### config.mk
export PLATFORM = sky130hd
export DESIGN_NAME = pipe_ctrl
export DESIGN_NICKNAME = d
export VERILOG_FILES = /design/src/rtl/pipe_ctrl_pkg.sv /design/src/rtl/pipe_ctrl_hazard_cmp.sv /design/src/rtl/pipe_ctrl.sv
export SDC_FILE = /design/constraint.sdc
export NUM_CORES = 1
export LEC_CHECK = 0
export CAP_MARGIN = 20
export CORE_MARGIN = 2
export CORE_UTILIZATION = 32
export DETAILED_ROUTE_END_ITERATION = 12
export GPL_ROUTABILITY_DRIVEN = 0
export PLACE_DENSITY = 0.84
export SETUP_SLACK_MARGIN = 0.15
export SYNTH_ARGS = -nofsm -noshare
export SYNTH_HDL_FRONTEND = slang
export SYNTH_SLANG_ARGS = --single-unit
### constraint.sdc
create_clock -name clk -period 2.2 [get_ports clk]
set_input_delay 0.44 -clock clk [delete_from_list [all_inputs] [get_ports clk]]
set_output_delay 0.44 -clock clk [all_outputs]
set_load 0.005 [all_outputs]
### src/rtl/pipe_ctrl_pkg.sv
// pipe_ctrl_pkg -- constants shared by the pipeline controller files.
//   FSM state encodings, NOP instruction word, zero register index, and the
//   bundle of per-stage control strobes produced every cycle.
package pipe_ctrl_pkg;

  localparam logic [1:0]  ST_RUN     = 2'd0;
  localparam logic [1:0]  ST_FLUSH   = 2'd1;
  localparam logic [1:0]  ST_MC_WAIT = 2'd2;

  localparam logic [31:0] NOP_INSTR  = 32'h0000_0013;  // addi x0,x0,0
  localparam logic [4:0]  ZERO_REG   = 5'd0;

  typedef struct packed {
    logic pc_load;
    logic pc_hold;
    logic if_id_hold;
    logic if_id_flush;
    logic id_ex_hold;
    logic id_ex_bubble;
  } ctrl_t;

endpackage

### src/rtl/pipe_ctrl_hazard_cmp.sv
// ctrl_hazard_cmp -- combinational load-use hazard detector.
//   i_ex_is_load, i_ex_reg_wen, i_ex_rd_addr : instruction in ex
//   i_id_rs*_addr, i_id_rs*_used             : instruction in id
//   o_hazard : id needs a register the ex load has not produced yet
module ctrl_hazard_cmp
  import pipe_ctrl_pkg::*;
(
  input  logic       i_ex_is_load,
  input  logic       i_ex_reg_wen,
  input  logic [4:0] i_ex_rd_addr,
  input  logic [4:0] i_id_rs1_addr,
  input  logic [4:0] i_id_rs2_addr,
  input  logic       i_id_rs1_used,
  input  logic       i_id_rs2_used,
  output logic       o_hazard
);

  logic w_ld_wr;
  logic w_rs1_hit;
  logic w_rs2_hit;

  // x0 is never a real dependency
  assign w_ld_wr   = i_ex_is_load & i_ex_reg_wen & (i_ex_rd_addr != ZERO_REG);
  assign w_rs1_hit = i_id_rs1_used & (i_id_rs1_addr == i_ex_rd_addr);
  assign w_rs2_hit = i_id_rs2_used & (i_id_rs2_addr == i_ex_rd_addr);
  assign o_hazard  = w_ld_wr & (w_rs1_hit | w_rs2_hit);

endmodule

### src/rtl/pipe_ctrl.sv
// pipe_ctrl -- pipeline sequencer for the 5-stage RV32I core.
//   Redirects the PC on ex jumps, squashes wrong-path instructions for
//   FLUSH_CYCLES cycles, freezes the front end while a multi-cycle ex op is
//   busy, and inserts single load-use bubbles.
// Ports:
//   clk, rst                   : clock, synchronous active-high reset
//   jump_en_i, jump_addr_i     : ex redirect request and target
//   mc_busy_i                  : ex multi-cycle op in progress
//   ex_*/id_* hazard inputs    : load-use detection
//   pc_load_o, pc_load_addr_o  : PC redirect
//   *_hold_o, *_flush_o, id_ex_bubble_o : stage controls (combinational)
//   err_o                      : sticky multi-cycle timeout
//   stall_cnt_o, flush_cnt_o   : perf counters, built only with
//                                PIPE_CTRL_PERF_EN defined, else tied to 0
module pipe_ctrl
  import pipe_ctrl_pkg::*;
#(
  parameter int FLUSH_CYCLES = 2,
  parameter int MC_TIMEOUT   = 64
) (
  input  logic        clk,
  input  logic        rst,
  input  logic        jump_en_i,
  input  logic [31:0] jump_addr_i,
  input  logic        mc_busy_i,
  input  logic        ex_is_load_i,
  input  logic        ex_reg_wen_i,
  input  logic [4:0]  ex_rd_addr_i,
  input  logic [4:0]  id_rs1_addr_i,
  input  logic [4:0]  id_rs2_addr_i,
  input  logic        id_rs1_used_i,
  input  logic        id_rs2_used_i,
  output logic        pc_load_o,
  output logic [31:0] pc_load_addr_o,
  output logic        pc_hold_o,
  output logic        if_id_hold_o,
  output logic        if_id_flush_o,
  output logic        id_ex_hold_o,
  output logic        id_ex_bubble_o,
  output logic        err_o,
  output logic [31:0] stall_cnt_o,
  output logic [31:0] flush_cnt_o
);

  localparam logic [3:0] FL_RELOAD = 4'(FLUSH_CYCLES - 1);
  localparam logic [7:0] MC_LIMIT  = 8'(MC_TIMEOUT);

  logic [1:0] r_state,  w_state_nxt;
  logic [3:0] r_fl_cnt, w_fl_cnt_nxt;
  logic [7:0] r_mc_cnt, w_mc_cnt_nxt;
  logic       r_err;
  logic       w_hazard;
  ctrl_t      w_ctrl;

  ctrl_hazard_cmp u_hazard (
    .i_ex_is_load  (ex_is_load_i),
    .i_ex_reg_wen  (ex_reg_wen_i),
    .i_ex_rd_addr  (ex_rd_addr_i),
    .i_id_rs1_addr (id_rs1_addr_i),
    .i_id_rs2_addr (id_rs2_addr_i),
    .i_id_rs1_used (id_rs1_used_i),
    .i_id_rs2_used (id_rs2_used_i),
    .o_hazard      (w_hazard)
  );

  always_comb begin
    w_ctrl       = '0;
    w_state_nxt  = r_state;
    w_fl_cnt_nxt = r_fl_cnt;
    w_mc_cnt_nxt = r_mc_cnt;
    case (r_state)
      ST_RUN: begin
        if (jump_en_i) begin
          w_ctrl.pc_load      = 1'b1;
          w_ctrl.if_id_flush  = 1'b1;
          w_ctrl.id_ex_bubble = 1'b1;
          // the jump cycle itself is the first squash cycle
          if (FLUSH_CYCLES > 1) begin
            w_state_nxt  = ST_FLUSH;
            w_fl_cnt_nxt = FL_RELOAD;
          end
        end else if (mc_busy_i) begin
          w_ctrl.pc_hold    = 1'b1;
          w_ctrl.if_id_hold = 1'b1;
          w_ctrl.id_ex_hold = 1'b1;
          w_state_nxt       = ST_MC_WAIT;
          w_mc_cnt_nxt      = 8'd1;
        end else if (w_hazard) begin
          w_ctrl.pc_hold      = 1'b1;
          w_ctrl.if_id_hold   = 1'b1;
          w_ctrl.id_ex_bubble = 1'b1;
        end
      end
      ST_FLUSH: begin
        w_ctrl.if_id_flush  = 1'b1;
        w_ctrl.id_ex_bubble = 1'b1;
        if (jump_en_i) begin
          w_ctrl.pc_load = 1'b1;
          w_fl_cnt_nxt   = FL_RELOAD;
        end else if (r_fl_cnt <= 4'd1) begin
          w_state_nxt  = ST_RUN;
          w_fl_cnt_nxt = 4'd0;
        end else begin
          w_fl_cnt_nxt = r_fl_cnt - 4'd1;
        end
      end
      ST_MC_WAIT: begin
        if (mc_busy_i) begin
          w_ctrl.pc_hold    = 1'b1;
          w_ctrl.if_id_hold = 1'b1;
          w_ctrl.id_ex_hold = 1'b1;
          if (r_mc_cnt != 8'hFF) w_mc_cnt_nxt = r_mc_cnt + 8'd1;
        end else begin
          w_state_nxt  = ST_RUN;
          w_mc_cnt_nxt = 8'd0;
        end
      end
      default: begin
        w_state_nxt  = ST_RUN;
        w_fl_cnt_nxt = 4'd0;
        w_mc_cnt_nxt = 8'd0;
      end
    endcase
  end

  always_ff @(posedge clk) begin
    if (rst) begin
      r_state  <= ST_RUN;
      r_fl_cnt <= 4'd0;
      r_mc_cnt <= 8'd0;
      r_err    <= 1'b0;
    end else begin
      r_state  <= w_state_nxt;
      r_fl_cnt <= w_fl_cnt_nxt;
      r_mc_cnt <= w_mc_cnt_nxt;
      // counter only climbs past 1 while busy, so this marks the
      // MC_TIMEOUT-th consecutive busy cycle
      if (w_mc_cnt_nxt == MC_LIMIT) r_err <= 1'b1;
    end
  end

  // rst forces every strobe low in the same cycle so an in-flight flush or
  // freeze is abandoned immediately; flush/bubble override hold per register
  assign pc_load_o      = ~rst & w_ctrl.pc_load;
  assign pc_load_addr_o = pc_load_o ? jump_addr_i : 32'd0;
  assign pc_hold_o      = ~rst & w_ctrl.pc_hold & ~w_ctrl.pc_load;
  assign if_id_flush_o  = ~rst & w_ctrl.if_id_flush;
  assign if_id_hold_o   = ~rst & w_ctrl.if_id_hold & ~w_ctrl.if_id_flush;
  assign id_ex_bubble_o = ~rst & w_ctrl.id_ex_bubble;
  assign id_ex_hold_o   = ~rst & w_ctrl.id_ex_hold & ~w_ctrl.id_ex_bubble;
  assign err_o          = ~rst & r_err;

`ifdef PIPE_CTRL_PERF_EN
  logic [31:0] r_stall_cnt;
  logic [31:0] r_flush_cnt;

  always_ff @(posedge clk) begin
    if (rst) begin
      r_stall_cnt <= 32'd0;
      r_flush_cnt <= 32'd0;
    end else begin
      if (pc_hold_o)     r_stall_cnt <= r_stall_cnt + 32'd1;
      if (if_id_flush_o) r_flush_cnt <= r_flush_cnt + 32'd1;
    end
  end

  assign stall_cnt_o = rst ? 32'd0 : r_stall_cnt;
  assign flush_cnt_o = rst ? 32'd0 : r_flush_cnt;
`else
  assign stall_cnt_o = 32'd0;
  assign flush_cnt_o = 32'd0;
`endif

endmodule

==> impl_metrics.yaml, run 1 <==
outcome:
  status: "finished clean"
drt:
  num_vias: 1816
  drc: 0
  finalWirelength_um: 5210
  detail_route.wl_per_cell_um: 12.5
  first_pass_iters: 4
  drtIter0Drc: 92
  antenna_left: 0
  drt-vias-per-instance: 4.35
power:
  irDropWorstVdd_mv: 0.230
  combPwrFrac_pct: 38.4
  leakage_uw: 0.00134
  switching_share_pct: 30.0
  power_switching_uw: 256
  p_int_uw: 596
  clkPwrFrac_pct: 27.9
  seq_power_share_pct: 33.7
  power.density_nw_per_um2: 307
die:
  die_width_um: 77.8
  pin_count: 158
  die_h_um: 77.8
  coreArea_um2: 5170
  die_area_um2: 6060
  start_util_pct: 33.7
  fp-row-count: 26
worst_setup_path:
  critPathRequiredTime_ns: 1.76
  critical-path-top-delay-family: "simple AND/OR/NAND/NOR gates"
  slowest_delay_ns: 0.25
  worst_setup_path_end_kind: "primary output"
  cp_max_fo: 2
  worst-path-buf-inv: 2
  crit_path_cell_trace: "clkdlybuf4s15_1 -> xor2_1 -> nor4_1 -> and3_1 -> o211ai_1 -> a211oi_1 -> buf_2"
  critPathLaunchType: "input pin"
  slowest_stage: "and3_1"
  critPathKind: "input pin to primary output"
  arrival_ns: 1.72
sta:
  min_period_ns: 2.16
  finClkSkew_ns: 0.00185
  setup_viol: 0
  hold_violations: 0
  rsz0062_at_grt: "true"
  hold_slack_ns: 0.498
  final.setup.tns_ns: 0
  post-route-period-util_pct: 98.0
  finalMaxSlewViolations: 0
  fmax_mhz: 464
clocking:
  htree_levels: 1
  clock_path_buffers: 2
  clk_latency_ns: 0.26
  cts_tree: "done"
  clk_pin_slew_ns: 0.07
  ctsHoldBuffers: 0
  root_buffer: "clkbuf_8"
  cts.sinks: 15
  cts_inserted_buffers: 3
placed_design:
  portBuffers: 93
  dpl.hpwl_um: 4080
  placed_area_um2: 2640
  placedCellCount: 403
yosys:
  async_flop_share_pct: 0
  synth_cell_types: 50
  ys_seq_area_share_pct: 17.2
  syn_inst: 230
  ys_ff_latch: 15
  ys.flop_type: "dfxtp_1"
  yosys_warnings: 0
  synth_area_per_cell_um2: 7.58
  syn-cell-area_um2: 1740
  synth_edf_count: 0
global_routing:
  gr-max-usage-layer: "met2"
  overflow: 0
  met2_usage_pct: 32.9
  antenna_found_initial: 0
  grt_usage_pct: 16.3
  use_met3_pct: 4.19
  grt_first_pass_wirelength_um: 7980
  grt_start_max_net_pins: 18
  met1_usage_pct: 15.7
  grt_pass1_vias: 1744
finish:
  design_area_um2: 2780
  drive_gt1_share_pct: 23.9
  antenna_cells: 0
  final_cells: 417
  nets: 406
  syn2layout_area_growth_pct: 59.3
run:
  cap_violations: 0
min_path:
  hold_class: "flip-flop to flip-flop"
## power by group through the flow
stage               clock network (uW)  logic [uW]  registers, uW
CTS                                244         314            286
global route                       252         357            288
detailed placement                   0         314            291
floorplan                            0         201            288
finish                             238         327            287
global placement                     0         309            291
## tightest hold or removal path, cell delays in order, from the launching register on
cell,delay [ns]
dfxtp_1,0.32
o21ai_0,0.06
o21ai_0,0.07
## cell usage in the layout, fill, tap and decap left out, types with 4 or more instances in the layout
cell / count
conb_1: 64
clkdlybuf4s50_1: 37
and2_1: 33
buf_4: 24
clkbuf_2: 15
clkdlybuf4s15_1: 14
dfxtp_1: 13
nor2_1: 12
dlygate4sd2_1: 9
o21ai_0: 8
xor2_1: 7
buf_2: 7
nor3_1: 6
nand2_1: 6
buf_6: 6
a21oi_1: 5
o211ai_1: 4
## per-stage QoR
stage | setup WS [ns] | utilization, % | total power [uW]
CTS | 0.0219 | 52.8 | 844
global route | -0.0735 | 53.7 | 897
floorplan | 0.400 | - | 489
detailed placement | -0.691 | 50.9 | 606
finish | 0.0438 | 53.7 | 852
global placement | -0.650 | 50.9 | 600
## state kept, by name (all words and copies together) (netlist names)
signal    count
r_err         1
r_fl_cnt      4
r_mc_cnt      8
r_state       2
## what timing repair did
action	4_1_cts	5_1_grt
endpoints found under the hold margin	0	0
pin swaps	16	15
cloned	2	0
gates resized for setup	109	57
buffers inserted	5	3
endpoints found under the setup margin	40	32
## final timing paths
path,start,endpoint,slack [ns],depth (start not counted)
worst max-delay path,id_rs1_addr_i[2],id_ex_bubble_o,0.04,7
worst min-delay path,r_fl_cnt[3],r_fl_cnt[3],0.50,2
worst max register to register,r_mc_cnt[0],r_err,0.41,6
worst min register to register,r_fl_cnt[3],r_fl_cnt[3],0.50,2
## area by class of cell
class	count	area (um2)
fill	486	2390
multi-input combinational	201	1210
timing repair buffer	122	1110
sequential	15	303
tap	70	87.6
clock buffer	3	41.3
inverter	5	18.8
clock inverter	1	7.51
## kinds of logic after synthesis
group | share of synthesized area (%)
AND/OR/NAND/NOR | 29.4
buffers and inverters | 30.8
AO/OA/AOI/OAI | 15.1
flip-flops | 17.2
XOR/XNOR | 5.02
adder cells (fa/ha/maj) | 2.15
other | 0.215
## synth_stat cells (3+ instances only)
cell type / count / area share [%]
inv_1: 4 / 0.86
nor2_1: 13 / 2.8
or2_1: 3 / 1.1
nor4_1: 4 / 1.4
a21oi_1: 5 / 1.4
clkbuf_1: 6 / 1.3
o211ai_1: 4 / 1.7
buf_4: 64 / 28
nor3_1: 6 / 1.7
dfxtp_1: 15 / 17
xor2_1: 8 / 4.0
ha_1: 3 / 2.2
nand2_1: 7 / 1.5
o21ai_0: 8 / 2.3
and3_1: 3 / 1.1
and2_1: 33 / 12
## per-layer routing
layer	share of wire, %	wire, um	vias up
met5	0	0	-
li1	-	-	886
met3	7.7	404	5
met2	57	2950	89
met4	0.73	38	0
met1	35	1820	836
(Power assumes the default switching activity.)
==> inputs of run 2 (changes only) <==
--- a/config.mk
+++ b/config.mk
@@ -6,6 +6,7 @@
 export NUM_CORES = 1
 export LEC_CHECK = 0
 export CAP_MARGIN = 20
+export CORE_ASPECT_RATIO = 1.5
 export CORE_MARGIN = 2
 export CORE_UTILIZATION = 32
 export DETAILED_ROUTE_END_ITERATION = 12
==> impl_metrics.yaml, run 2 (synthesis gave the netlist of run 1 again) <==
outcome:
  status: "finished clean"
finish:
  antenna_cells: 0
  regMostFlops: "r_mc_cnt"
  fillers: 478
  largest_register_ffs: 8
  final_cells: 412
  reg_top3: "r_mc_cnt: 8 flops, r_fl_cnt: 4 flops, r_state: 2 flops"
  syn2layout_area_growth_pct: 63.3
  nets: 403
  drive_gt1_share_pct: 19.8
  final_cell_mix: "conb_1 (64), clkdlybuf4s50_1 (38), and2_1 (32)"
  layout_commonest_cell: "conb_1"
  utilization_pct: 54.7
drt:
  route.met3.wl_um: 512
  drc: 0
  antenna_left: 0
  met2_length_um: 2970
  detail_route.wl_per_cell_um: 13.3
  highest_layer: "met4"
  drtIter0Drc: 127
  finalWirelength_um: 5500
  drt-vias-per-instance: 4.49
  drt-met1-wl_um: 1920
  first_pass_iters: 4
  num_vias: 1851
worst_setup_path:
  cp_max_fo: 3
  worst_setup_path_end_kind: "primary output"
  critPathRequiredTime_ns: 1.76
  critPathLaunchType: "input pin"
  critPathKind: "input pin to primary output"
  arrival_ns: 1.76
sta:
  fmax_mhz: 455
  setup_viol: 0
  post-route-period-util_pct: 99.8
  finalMaxSlewViolations: 0
  finClkSkew_ns: 0.00275
  min_period_ns: 2.20
  final.setup.worst_slack_ns: 0.00363
  hold_violations: 0
  rsz0062_at_grt: "true"
global_routing:
  grt_start_max_net_pins: 17
  overflow: 0
  antenna_found_initial: 0
  grt_pass1_vias: 1726
  grt_usage_pct: 15.9
  grt_first_pass_wirelength_um: 7710
clocking:
  cts.sinks: 15
  clk_pin_slew_ns: 0.06
  clk_latency_ns: 0.25
  htree_levels: 1
  ctsHoldBuffers: 0
  cts_inserted_buffers: 3
  root_buffer: "clkbuf_8"
  clock_path_buffers: 2
  cts_tree: "done"
run:
  cap_violations: 0
power:
  power.density_nw_per_um2: 300
  irDropWorstVdd_mv: 0.157
  leakage_uw: 0.00163
die:
  die_area_um2: 6070
  coreArea_um2: 5200
  die_h_um: 94.4
  pin_count: 158
  die_width_um: 64.3
  fp-row-count: 32
  start_util_pct: 33.5
min_path:
  hold_class: "input pin to flip-flop"
placed_design:
  post-place-ws_ns: -0.765
  dpl.hpwl_um: 4350
  placedCellCount: 402
  portBuffers: 93
run 2: changes by cell type in the layout (fill, tap and decap cells not counted), moves of 3 or more:
cell	delta
buf_2	+3
buf_6	-4
dlymetal6s2s_1	+18
clkdlybuf4s15_2	-3
clkbuf_2	-12
dlygate4sd2_1	+7
clkdlybuf4s15_1	-12
run 2: worst max-delay path, stage by stage:
cell,delay [ns]
buf_8,0.10
xor2_1,0.17
nor4_2,0.28
and3_1,0.21
buf_4,0.10
o211ai_1,0.09
a211oi_2,0.22
buf_2,0.14
run 2: what timing repair did:
item	CTS	global route
resized for setup	81	47
pin swaps	17	17
setup buffers	3	1
gates cloned	2	0
setup endpoints to repair	39	25
run 2: layer usage:
metal	vias to the layer above	track usage (%)
met3	14	4.17
met2	129	31.7
met5	-	0
met1	821	16.7
li1	887	-
met4	0	2.13
run 2: power breakdown:
group / total (uW) / internal, uW / switching (uW)
clock: 227 / 128 / 98.5
combinational: 341 / 197 / 144
sequential: 285 / 277 / 7.86
run 2: area by class of cell:
type	instances	area, um2	share of cell area (%)
Clock buffer	4	45.0	1.58
Inverter	5	18.8	0.659
Multi-Input combinational cell	201	1230	43.2
Sequential cell	15	302	10.6
Tap cell	68	85.1	2.99
Timing Repair Buffer	119	1170	40.9
run 2: worst paths after layout:
path,start,endpoint,slack (ns),depth (start not counted)
min reg2reg,r_fl_cnt[3],r_fl_cnt[3],0.50,2
max,ex_rd_addr_i[1],id_ex_bubble_o,0.004,8
max reg2reg,r_mc_cnt[0],r_err,0.27,6
min,rst,r_fl_cnt[0],0.47,2
run 2: metrics by stage:
stage / total power [uW] / instance area (um2) / setup TNS [ns] / hold slack [ns]
after floorplan: 489 / 1980 / 0 / 0.451
after global placement: 607 / 2640 / -14.80 / 0.471
after detailed placement: 612 / 2640 / -15.56 / 0.487
after CTS: 839 / 2710 / -0.581 / 0.501
after global routing: 894 / 2850 / -0.0604 / 0.486
final: 853 / 2850 / 0 / 0.468
